===== src/rtl/jtpopeye_obj_dma.sv =====
// Popeye object DMA: on each VB rise, borrows the Z80 bus, copies LEN bytes
// from main RAM (0x8C00 window) into the object-line RAM, then releases the bus.
// Optional macro JTPOPEYE_DMA_TIMEOUT_EN: abandon a bus request that is not
// granted within TIMEOUT cen ticks and raise the sticky aborted flag.
`timescale 1ns/1ps

module jtpopeye_obj_dma #(
    parameter int unsigned LEN     = 1024,
    parameter int unsigned RDLAT   = 2,
    parameter int unsigned TIMEOUT = 255
) (
    input  logic        clk,
    input  logic        rst_n,
    input  logic        cen,
    input  logic        VB,
    output logic        busrq_n,
    input  logic        busak_n,
    output logic        dma_cs,
    output logic [9:0]  dma_addr,
    input  logic [7:0]  dma_din,
    output logic [9:0]  obj_addr,
    output logic [7:0]  obj_data,
    output logic        obj_we,
    output logic        busy,
    output logic        done,
    output logic        aborted
);

    localparam int unsigned AW = 10;
    localparam int unsigned DW = 8;
    localparam int unsigned CW = $clog2(LEN + 1);

    // Reject parameter values the address/pipeline logic cannot honour
    if (LEN < 1 || LEN > 1024 || RDLAT < 1 || RDLAT > 3 || TIMEOUT < 1) begin : g_param_check
        $error("jtpopeye_obj_dma: parameter out of range");
    end

    typedef enum logic [2:0] {
        S_IDLE,
        S_REQ,
        S_XFER,
        S_FLUSH,
        S_REL
    } state_t;

    state_t                   state_q, state_d;
    logic                     vbl_q, vbl_d;
    logic                     busrq_n_q, busrq_n_d;
    logic                     dma_cs_q, dma_cs_d;
    logic [AW-1:0]            dma_addr_q, dma_addr_d;
    logic [AW-1:0]            obj_addr_q, obj_addr_d;
    logic [DW-1:0]            obj_data_q, obj_data_d;
    logic                     obj_we_q, obj_we_d;
    logic                     busy_q, busy_d;
    logic                     done_q, done_d;
    logic [CW-1:0]            issue_q, issue_d;
    logic [RDLAT-1:0]         vld_q, vld_d;
    logic [RDLAT-1:0][AW-1:0] apipe_q, apipe_d;
    logic                     push;
    logic                     drop_pipe;

`ifdef JTPOPEYE_DMA_TIMEOUT_EN
    localparam int unsigned TW = $clog2(TIMEOUT + 1);
    logic [TW-1:0] to_cnt_q, to_cnt_d;
    logic          aborted_q, aborted_d;
`endif

    // Next-state, address issue and read-data capture
    always_comb begin
        state_d    = state_q;
        vbl_d      = vbl_q;
        busrq_n_d  = busrq_n_q;
        dma_cs_d   = dma_cs_q;
        dma_addr_d = dma_addr_q;
        obj_addr_d = obj_addr_q;
        obj_data_d = obj_data_q;
        obj_we_d   = 1'b0;
        busy_d     = busy_q;
        done_d     = 1'b0;
        issue_d    = issue_q;
        vld_d      = vld_q;
        apipe_d    = apipe_q;
        push       = 1'b0;
        drop_pipe  = 1'b0;
`ifdef JTPOPEYE_DMA_TIMEOUT_EN
        to_cnt_d   = to_cnt_q;
        aborted_d  = aborted_q;
`endif

        if (cen) begin
            vbl_d = VB;
            unique case (state_q)
                S_IDLE: begin
                    if (VB && !vbl_q) begin
                        state_d   = S_REQ;
                        busrq_n_d = 1'b0;
                        busy_d    = 1'b1;
`ifdef JTPOPEYE_DMA_TIMEOUT_EN
                        to_cnt_d  = '0;
`endif
                    end
                end
                S_REQ: begin
                    if (!busak_n) begin
                        dma_cs_d   = 1'b1;
                        dma_addr_d = '0;
                        issue_d    = CW'(1);
                        push       = 1'b1;
                        state_d    = (LEN == 1) ? S_FLUSH : S_XFER;
                    end
`ifdef JTPOPEYE_DMA_TIMEOUT_EN
                    else if (to_cnt_q == TW'(TIMEOUT - 1)) begin
                        state_d   = S_IDLE;
                        busrq_n_d = 1'b1;
                        busy_d    = 1'b0;
                        aborted_d = 1'b1;
                    end else begin
                        to_cnt_d = to_cnt_q + TW'(1);
                    end
`endif
                end
                S_XFER, S_FLUSH: begin
                    if (busak_n) begin
                        // Bus taken back mid-transfer: drop in-flight reads
                        drop_pipe = 1'b1;
                        state_d   = S_REL;
                        dma_cs_d  = 1'b0;
                        busrq_n_d = 1'b1;
                        done_d    = 1'b1;
                    end else begin
                        if (vld_q[RDLAT-1]) begin
                            obj_we_d   = 1'b1;
                            obj_addr_d = apipe_q[RDLAT-1];
                            obj_data_d = dma_din;
                        end
                        if (state_q == S_XFER) begin
                            if (issue_q < CW'(LEN)) begin
                                dma_addr_d = dma_addr_q + AW'(1);
                                issue_d    = issue_q + CW'(1);
                                push       = 1'b1;
                                if (issue_q == CW'(LEN - 1)) begin
                                    state_d = S_FLUSH;
                                end
                            end
                        end else if (vld_q == '0) begin
                            // Last byte was written on an earlier tick
                            state_d   = S_REL;
                            dma_cs_d  = 1'b0;
                            busrq_n_d = 1'b1;
                            done_d    = 1'b1;
                        end
                    end
                end
                S_REL: begin
                    if (busak_n) begin
                        state_d = S_IDLE;
                        busy_d  = 1'b0;
                    end
                end
                default: state_d = S_IDLE;
            endcase

            if (drop_pipe) begin
                vld_d = '0;
            end else begin
                vld_d[0]   = push;
                apipe_d[0] = dma_addr_d;
                for (int unsigned i = 1; i < RDLAT; i++) begin
                    vld_d[i]   = vld_q[i-1];
                    apipe_d[i] = apipe_q[i-1];
                end
            end
        end
    end

    // State and output registers
    always_ff @(posedge clk or negedge rst_n) begin
        if (!rst_n) begin
            state_q    <= S_IDLE;
            vbl_q      <= 1'b0;
            busrq_n_q  <= 1'b1;
            dma_cs_q   <= 1'b0;
            dma_addr_q <= '0;
            obj_addr_q <= '0;
            obj_data_q <= '0;
            obj_we_q   <= 1'b0;
            busy_q     <= 1'b0;
            done_q     <= 1'b0;
            issue_q    <= '0;
            vld_q      <= '0;
            apipe_q    <= '0;
        end else begin
            state_q    <= state_d;
            vbl_q      <= vbl_d;
            busrq_n_q  <= busrq_n_d;
            dma_cs_q   <= dma_cs_d;
            dma_addr_q <= dma_addr_d;
            obj_addr_q <= obj_addr_d;
            obj_data_q <= obj_data_d;
            obj_we_q   <= obj_we_d;
            busy_q     <= busy_d;
            done_q     <= done_d;
            issue_q    <= issue_d;
            vld_q      <= vld_d;
            apipe_q    <= apipe_d;
        end
    end

`ifdef JTPOPEYE_DMA_TIMEOUT_EN
    // Grant-timeout counter and sticky abort flag
    always_ff @(posedge clk or negedge rst_n) begin
        if (!rst_n) begin
            to_cnt_q  <= '0;
            aborted_q <= 1'b0;
        end else begin
            to_cnt_q  <= to_cnt_d;
            aborted_q <= aborted_d;
        end
    end
    assign aborted = aborted_q;
`else
    assign aborted = 1'b0;
`endif

    assign busrq_n  = busrq_n_q;
    assign dma_cs   = dma_cs_q;
    assign dma_addr = dma_addr_q;
    assign obj_addr = obj_addr_q;
    assign obj_data = obj_data_q;
    assign obj_we   = obj_we_q;
    assign busy     = busy_q;
    assign done     = done_q;

endmodule


===== config.mk =====
export PLATFORM = sky130hd
export DESIGN_NAME = jtpopeye_obj_dma
export DESIGN_NICKNAME = d
export VERILOG_FILES = /design/src/rtl/jtpopeye_obj_dma.sv
export SDC_FILE = /design/constraint.sdc
export NUM_CORES = 1
export LEC_CHECK = 0
export ABC_AREA = 0
export CORE_ASPECT_RATIO = 0.75
export CORE_MARGIN = 1.5
export CORE_UTILIZATION = 45
export CTS_BUF_LIST = sky130_fd_sc_hd__clkbuf_2 sky130_fd_sc_hd__clkbuf_4 sky130_fd_sc_hd__clkbuf_8
export CTS_CLUSTER_SIZE = 14
export DETAILED_ROUTE_END_ITERATION = 7
export PLACE_DENSITY = 0.69
export SLEW_MARGIN = 15
export SYNTH_ARGS = -nofsm -noshare
export SYNTH_HDL_FRONTEND = slang
export SYNTH_SLANG_ARGS = --single-unit

===== constraint.sdc =====
create_clock -name clk -period 2.5 [get_ports clk]
set_input_delay 0.375 -clock clk [delete_from_list [all_inputs] [get_ports clk]]
set_output_delay 0.375 -clock clk [all_outputs]
set_load 0.01 [all_outputs]

# After elaboration in Yosys (flattened, before gate mapping)
# Cells that the tools add are included.
# totals
out_inout_bits	34
register_bits	70
elab_cells	100
input_bits	13
# classes
n_reduce_logical	15
n_mux	50
n_addsub	2
order_cmp	1
bitwise	2
eq_ne	16
# op_table
op	count
two-way mux 11 bit	4
two-way mux 10 bit	4
two-way mux 1 bit	26
two-way mux 3 bit	8
case mux 11 bit (2 select lines)	1
case mux 10 bit (2 select lines)	1
!= test 2 bit (second input constant)	6
!= test 4 bit (second input constant)	3
case mux 3 bit (4 select lines)	1
adder 11 x 1 -> 11 bit (second input constant)	1
== test 11 x 10 -> 1 bit (second input constant)	1
less-than comparator 11 bit (second input constant)	1
adder 10 x 1 -> 10 bit (second input constant)	1
AND reduction 5 bit	2
case mux 1 bit (2 select lines)	4
AND reduction 4 bit	2
AND reduction 7 bit	1
== test 3 x 2 -> 1 bit (second input constant)	2
!= test 3 bit (second input constant)	2
AND reduction 6 bit	1
nonzero test 2 bit	3
== test 3 x 1 -> 1 bit (second input constant)	1
== test 3 bit (second input constant)	1
zero test 3 bit	1
other kinds (7)	8

# Logic depth before layout (Yosys ltp)
# Gate-level depths: netlist (run 1).
# depth
word_depth	6
depth_mapped	8
mapped_depth_nobuf	6

# Worst setup path after synthesis (run 1)
# Ideal clock, no wire load.
# synth_path
path_type	register to register
start	reg state_q[2]
end	reg apipe_q[9] (netlist name)
stages_incl_launch_ff	6
setup_time_ps	82
path_slack_ps	719
required_ps	2418
n_path_buf	0
period_less_slack_ps	1781
t_arrival_ps	1699
path_cell_list	dfrtp_1 -> or4b_4 -> nor3_4 -> nand4_1 -> or2_0 -> a31oi_1
# synth_via
elab_chain_len	6
word_cells_on_any_way	11
classes_between	3 x eq/ne; 5 x mux; 1 x bitwise; 2 x reduce/logical
# synth_lines
item	line	text
start, declared	46	state_t state_q, state_d;
start signal, assigned	193	state_q <= state_d;
== test 3 x 2 -> 1 bit (on tied branches)	92, 136	
OR reduction 2 bit	92	unique case (state_q)
two-way mux 1 bit	92	
two-way mux 1 bit	90	if (cen) begin
inverter 1 bit (no source line)	-	
AND reduction 2 bit (no source line)	-	
end signal, assigned	205	apipe_q <= apipe_d;
end, declared	58	logic [RDLAT-1:0][AW-1:0] apipe_q, apipe_d;
# Several ways; a longest one is shown, not always the timed one. The select of a mux whose other input is x is not followed.
# A chain may end at the register's enable or synchronous reset.

# Worst setup path in the final report (run 1)
# layout_path
start	reg issue_q[10]
end	reg apipe_q[7] (netlist name)
# layout_via
elab_chain_len	5
# layout_lines
item	line	text
start, declared	56	logic [CW-1:0] issue_q, issue_d;
start signal, assigned	203	issue_q <= issue_d;
less-than comparator 11 bit	137	if (issue_q < CW'(LEN)) begin
two-way mux 10 bit	137	
two-way mux 10 bit	136	if (state_q == S_XFER) begin
two-way mux 10 bit	123	if (busak_n) begin
case mux 10 bit (2 select lines)	92	
# No other way between the ends.

==> results of run 1 <==
kinds of logic (layout without fill, tap and decap cells):
logic type | count (synthesis) | in the layout
AO/OA/AOI/OAI | 77 | 77
AND/OR/NAND/NOR | 137 | 137
multiplexers | 21 | 21
flip-flops | 70 | 70
adder cells (fa/ha/maj) | 2 | 2
buffers and inverters | 28 | 80
XOR/XNOR | 3 | 3
other | 1 | 1
registers in the layout, indices dropped and copies added, names as in the netlist, 2 cells and up:
register  count
apipe_q      20
vld_q         2
obj_addr     10
obj_data      8
dma_addr     10
issue_q      11
state_q       3
layer usage:
metal / track usage / routed length, um
met4: 0.06438 / 98
met2: 0.2828 / 2999
met5: 0 / 0
met1: 0.2946 / 3511
met3: 0.05652 / 530
power by group through the flow:
stage                     sequential, uW  clock, uW  combinational, uW
final                               1630       1000               1360
after global routing                1670       1080               1520
after CTS                           1630       1030               1360
after detailed placement            1650          0               1360
after global placement              1640          0               1340
after floorplan                     1660          0                782
per-stage QoR:
stage / cell area (um^2) / setup slack (ns) / total power, uW / cells / hold WS [ns]
after floorplan: 3314 / 0.7191 / 2444 / 339 / 0.07941
after global placement: 3889 / 0.3017 / 2983 / 473 / 0.4258
after detailed placement: 3889 / 0.2011 / 3008 / 473 / 0.4247
after CTS: 4110 / 0.5162 / 4019 / 489 / 0.04356
after global routing: 4110 / 0.3908 / 4271 / 489 / 0.06031
final: 4110 / 0.5102 / 3999 / 489 / 0.03729
cell type report:
| class | instances | share of cell area |
|---|---|---|
| Sequential cell | 70 | 0.4265 |
| Multi-Input combinational cell | 241 | 0.3501 |
| Timing Repair Buffer | 57 | 0.1333 |
| Tap cell | 98 | 0.02983 |
| Inverter | 7 | 0.006393 |
| Clock inverter | 7 | 0.02374 |
| Clock buffer | 9 | 0.03014 |
cells in the mapped netlist (2+ instances only):
cell,n
dfrtp_1,69
nand2_1,59
nor2_1,29
o21ai_1,25
mux2_1,18
clkbuf_1,14
a21oi_1,12
a31oi_1,7
nand3_1,7
nand4_1,7
nor2b_1,6
o21ai_0,6
o31ai_1,6
buf_2,5
inv_1,5
a41oi_1,4
and3_1,4
nor3_1,4
o22ai_1,4
a21o_1,3
nor4_2,3
or3_1,3
xnor2_1,3
and2_1,2
ha_1,2
inv_2,2
mux2i_1,2
nand3b_1,2
nor3b_1,2
o211ai_1,2
o21bai_1,2
or2_0,2
path summary, 6_finish.rpt:
| kind | cells after the start | slack (ns) | to | from |
|---|---|---|---|---|
| setup / recovery | 5 | 0.51 | apipe_q[7]$_DFFE_PN0P_ | issue_q[10]$_DFFE_PN0P_ |
| setup reg to reg | 5 | 0.51 | apipe_q[7]$_DFFE_PN0P_ | issue_q[10]$_DFFE_PN0P_ |
| min in group clk | 2 | 0.47 | apipe_q[16]$_DFFE_PN0P_ | apipe_q[6]$_DFFE_PN0P_ |
| max in group asynchronous | 2 | 2.16 | busrq_n$_DFFE_PN1P_ | rst_n |
| hold / removal | 2 | 0.04 | busy$_DFFE_PN0P_ | rst_n |
| hold reg to reg | 2 | 0.47 | apipe_q[16]$_DFFE_PN0P_ | apipe_q[6]$_DFFE_PN0P_ |
==> results.ini, run 1 <==
[run_status]
status=complete, no violations

[power]
peakVddDrop_v=0.0006006
power.share.switching=0.3485
power_density_nw_per_um2=972.9
internal-power_uw=2605
p_leak_uw=0.001821
pwr-share-seq=0.408
pwr-share-clk=0.251
combinationalPowerShare=0.341
p_switching_uw=1393

[critical_path]
cp_max_fo=6
path_cells=or4b_4 > nor4_2 > nor2_1 > o22ai_1 > o21ai_1
cpPeakStageDelay_ns=0.59
crit_buf_inv=0
setup.worst_path.start_class=flop
crit_family=simple AND/OR/NAND/NOR gates
worst_path_max_delay_cell=or4b_4
path_class=flop to flop
end_kind=flop
crit_arrival_ns=2.22
cp.required_ns=2.73

[synth]
synth_top_area_frac=0.5210
synth_area_leaders=dfrtp_1, nand2_1, mux2_1
synth_top_family_by_area=simple AND/OR/NAND/NOR gates
syn_nets=354
synthSimpleGateAreaFrac=0.2050
synth_edf_count=0
async_flop_share=1.000
synth_xor_area_frac=0.007928
yosysUniqueCellTypes=50
synth_compound_area_frac=0.1419
synth_top_cell_by_area=dfrtp_1
syn_inst=339
seq_area_frac_synth=0.5289
syn-cell-area_um2=3314
synthMuxAreaShare=0.07059
syn_area_per_cell_um2=9.777
yosysWarnings=0
synth_ff_type=dfrtp_1
synth-seq-cells=70
synth_adder_area_share=0.007550

[detailed_routing]
route.detailed.drc=0
wl_mm=7.140
first_iter_violations=113
wl_per_cell_um=14.60
via_per_inst=5.389
vias=2635
detail-route-antenna-nets=0
firstDrtPassIters=4

[global_route]
grt_pass1_vias=2513
grt_overflow=0
grt_pass1_wl_mm=12.16
grt_usage=0.1999
grt_max_degree=71
antenna_found_initial=0

[timing]
rsz0062_at_grt=false
max_freq_mhz=502.6
final_hold_viol_count=0
fin_skew_ns=0.008423
relSlewSlack=0.5057
tightest_slew_ns=0.7415
maxSlewViolCount=0
period_share=0.7959
tns_ns=0
setup_viol=0
fin_crit_ns=1.990

[floorplan]
die_h_um=77.33
initial_core_util=0.4761
io_pins=47
fp.dieArea_um2=7895
core_area_um2=6962
dieWidth_um=102.1
rows=26

[cts]
clkTransAtPathRegs_ns=0.08
clockBufferDepth=2
cts_tree=done
insertion_delay_ns=0.35
postCtsSetupRepairBufs=0
h-tree-depth=3
cts-root-buf=clkbuf_8
numCtsBuffers=9
numClockSinks=70
cts_hold_buf=0
cts_resized=0

[finish]
drive_gt1_frac=0.1049
fillCellCount=627
utilization=0.5904
syn_to_final_growth_pct=24.01
antenna_cells=0
fin_nets=401
multi_input_area_um2=1439
final_common_cell=dfrtp_1
seqCellArea_um2=1753
final_cell_mix=dfrtp_1, nand2_1, clkdlybuf4s50_1

[place]
gp_routability_congestion=0.8652
hpwl_mm=5.011
io_buffer_count=45

[hold_path]
hp-class=input pin to async pin

[run]
maxCapViolations=0

(Power assumes the default switching activity.)
==> run 2: changes to the inputs <==
- clock period: 2.5 -> 2 ns (I/O delays scaled with it)
==> run 2 against run 1 <==
  * Setup slack got worse by 0.42 ns
  * Non-clock buffer count increased by 17
  * First-iteration DRC count increased by 30%
  * Flip-flop and latch count unchanged
  * Sequential power increased by 25%
  * Hold slack improved by 0.43 ns
  * Maximum frequency increased by 4.2%
  * Via count increased by 2.8%
  * Final area increased by 4.0%
  * Critical path type unchanged
  * Largest power group unchanged
  * Combinational power increased by 34%
  * Global-route usage increased by 0.43 points
  * Clock power increased by 15%
==> results.ini, run 2 (synthesis results as in run 1) <==
[run_status]
status=complete, no violations

[detailed_routing]
wl_mm=7.100
route.detailed.drc=0
first_iter_violations=147
via_per_inst=5.354
wl_per_cell_um=14.03
firstDrtPassIters=4
vias=2709
detail-route-antenna-nets=0

[finish]
syn_to_final_growth_pct=28.92
utilization=0.6138
multi_input_area_um2=1439
final_common_cell=dfrtp_1
largest_register_ffs=20
fin_nets=418
fillCellCount=630
seqCellArea_um2=1753
drive_gt1_frac=0.1397
largest_register=apipe_q
antenna_cells=0
final_cell_mix=dfrtp_1, nand2_1, clkdlybuf4s50_1
top_regs=apipe_q (20), issue_q (11)
finalInstanceArea_um2=4273

[critical_path]
worstRegToRegCells=5
worst_path_max_delay_cell=or4b_4
ff2ff_setup_slack_ns=0.09
cp.depth=5
cp.required_ns=2.23
crit_arrival_ns=2.14
path_class=flop to flop
crit_family=simple AND/OR/NAND/NOR gates
r2r_start=state_q[1]$_DFFE_PN0P_
end_kind=flop
setup.worst_path.start_class=flop
crit_buf_inv=0
path_cells=or4b_4 > nor4_2 > nor2_1 > o22ai_1 > o21ai_1
cpPeakStageDelay_ns=0.57
reg2reg_to=apipe_q[7]$_DFFE_PN0P_
cp_max_fo=6

[cts]
insertion_delay_ns=0.34
h-tree-depth=3
clockBufferDepth=2
cts_tree=done
clkTransAtPathRegs_ns=0.07
numClockSinks=70
cts-root-buf=clkbuf_8
numCtsBuffers=9
postCtsSetupRepairBufs=0

[power]
combinationalPowerShare=0.364
pwr-share-seq=0.406
p_leak_uw=0.001931
peakVddDrop_v=0.0005511
p_switching_uw=1700
power.share.switching=0.3398
pwr-share-clk=0.230
power_density_nw_per_um2=1171
internal-power_uw=3304

[global_route]
grt_usage=0.2042
grt_overflow=0
grt_pass1_wl_mm=12.24
grt_pass1_vias=2604
antenna_found_initial=0
grt_max_degree=31

[floorplan]
core_area_um2=6962
die_h_um=77.33
initial_core_util=0.4761
dieWidth_um=102.1
io_pins=47
fp.dieArea_um2=7895
rows=26

[place]
hpwl_mm=5.237
gp_routability_congestion=0.8655
io_buffer_count=45
placed_cell_area_um2=4059

[timing]
final_hold_viol_count=0
tightest_slew_ns=0.5997
tns_ns=0
fin_skew_ns=0.006067
relSlewSlack=0.6002
rsz0062_at_grt=false
fin_crit_ns=1.909
maxSlewViolCount=0
period_share=0.9547
max_freq_mhz=523.7
setup_viol=0

[hold_path]
min_from=apipe_q[11]$_DFFE_PN0P_
min_to=apipe_q[11]$_DFFE_PN0P_
hold_depth=2
hp-class=flop to flop

[run]
maxCapViolations=0

[run 2: changes by cell type in the layout (fill, tap and decap cells not counted), sizes merged]
cell         previous run  this run
clkinvlp                2         0
bufinv                  2         1
inv                     8         7
buf                    13        29
clkbuf                  9        12
dlygate4sd3             0         1
clkinv                  2         3
[run 2: area by class of cell]
cell class | count | area share
flip-flops and latches | 70 | 0.4102
multi-input cells | 241 | 0.3367
repair buffers | 74 | 0.1704
clock buffers | 12 | 0.03719
well taps | 98 | 0.02870
clock inverters | 4 | 0.01054
inverters | 7 | 0.006149
[run 2: metal layers]
metal,track usage,share of wire,routed length (um),vias to the layer above
met5,0,0,0,-
met2,0.2934,0.44,3101,83
met1,0.2872,0.48,3376,1296
li1,-,-,-,1319
met3,0.05925,0.070,498,11
met4,0.08493,0.017,123,0
[run 2: timing repair]
action                                 in CTS  in global routing
resized for setup                           0                  0
endpoints found under the hold margin      20                  0
hold buffers                                1                  0
[run 2: worst reg2reg max path: stages, from the launching register on]
cell     delay [ns]
dfrtp_1        0.44
or4b_4         0.57
nor4_2         0.40
nor2_1         0.10
o22ai_1        0.20
o21ai_1        0.08
[run 2: through the flow]
step | total power, uW | cells | worst slack, ns | hold WS (ns)
6_report | 5004 | 506 | 0.09065 | 0.4676
5_1_grt | 5375 | 506 | 0.05415 | 0.4871
4_1_cts | 5063 | 506 | 0.1002 | 0.4674
3_5_place_dp | 3878 | 489 | 0.05630 | 0.3370
3_3_place_gp | 3848 | 489 | 0.05878 | 0.3345
2_1_floorplan | 3055 | 339 | 0.2191 | 0.004409
[run 2: worst max-delay path by stage]
stage / from / endpoint
global placement: cen / obj_data[6]$_DFFE_PN0P_
finish: state_q[1]$_DFFE_PN0P_ / apipe_q[7]$_DFFE_PN0P_
detailed placement: cen / obj_addr[8]$_DFFE_PN0P_
floorplan: state_q[2]$_DFFE_PN0P_ / apipe_q[9]$_DFFE_PN0P_
CTS: state_q[1]$_DFFE_PN0P_ / dma_addr[8]$_DFFE_PN0P_
global route: state_q[1]$_DFFE_PN0P_ / dma_addr[8]$_DFFE_PN0P_
[run 2: power groups by stage]
stage | clock [uW] | combinational [uW] | sequential, uW
6_report | 1150 | 1820 | 2030
5_1_grt | 1270 | 2020 | 2090
4_1_cts | 1200 | 1830 | 2030
3_5_place_dp | 0 | 1820 | 2060
3_3_place_gp | 0 | 1800 | 2050
2_1_floorplan | 0 | 978 | 2080
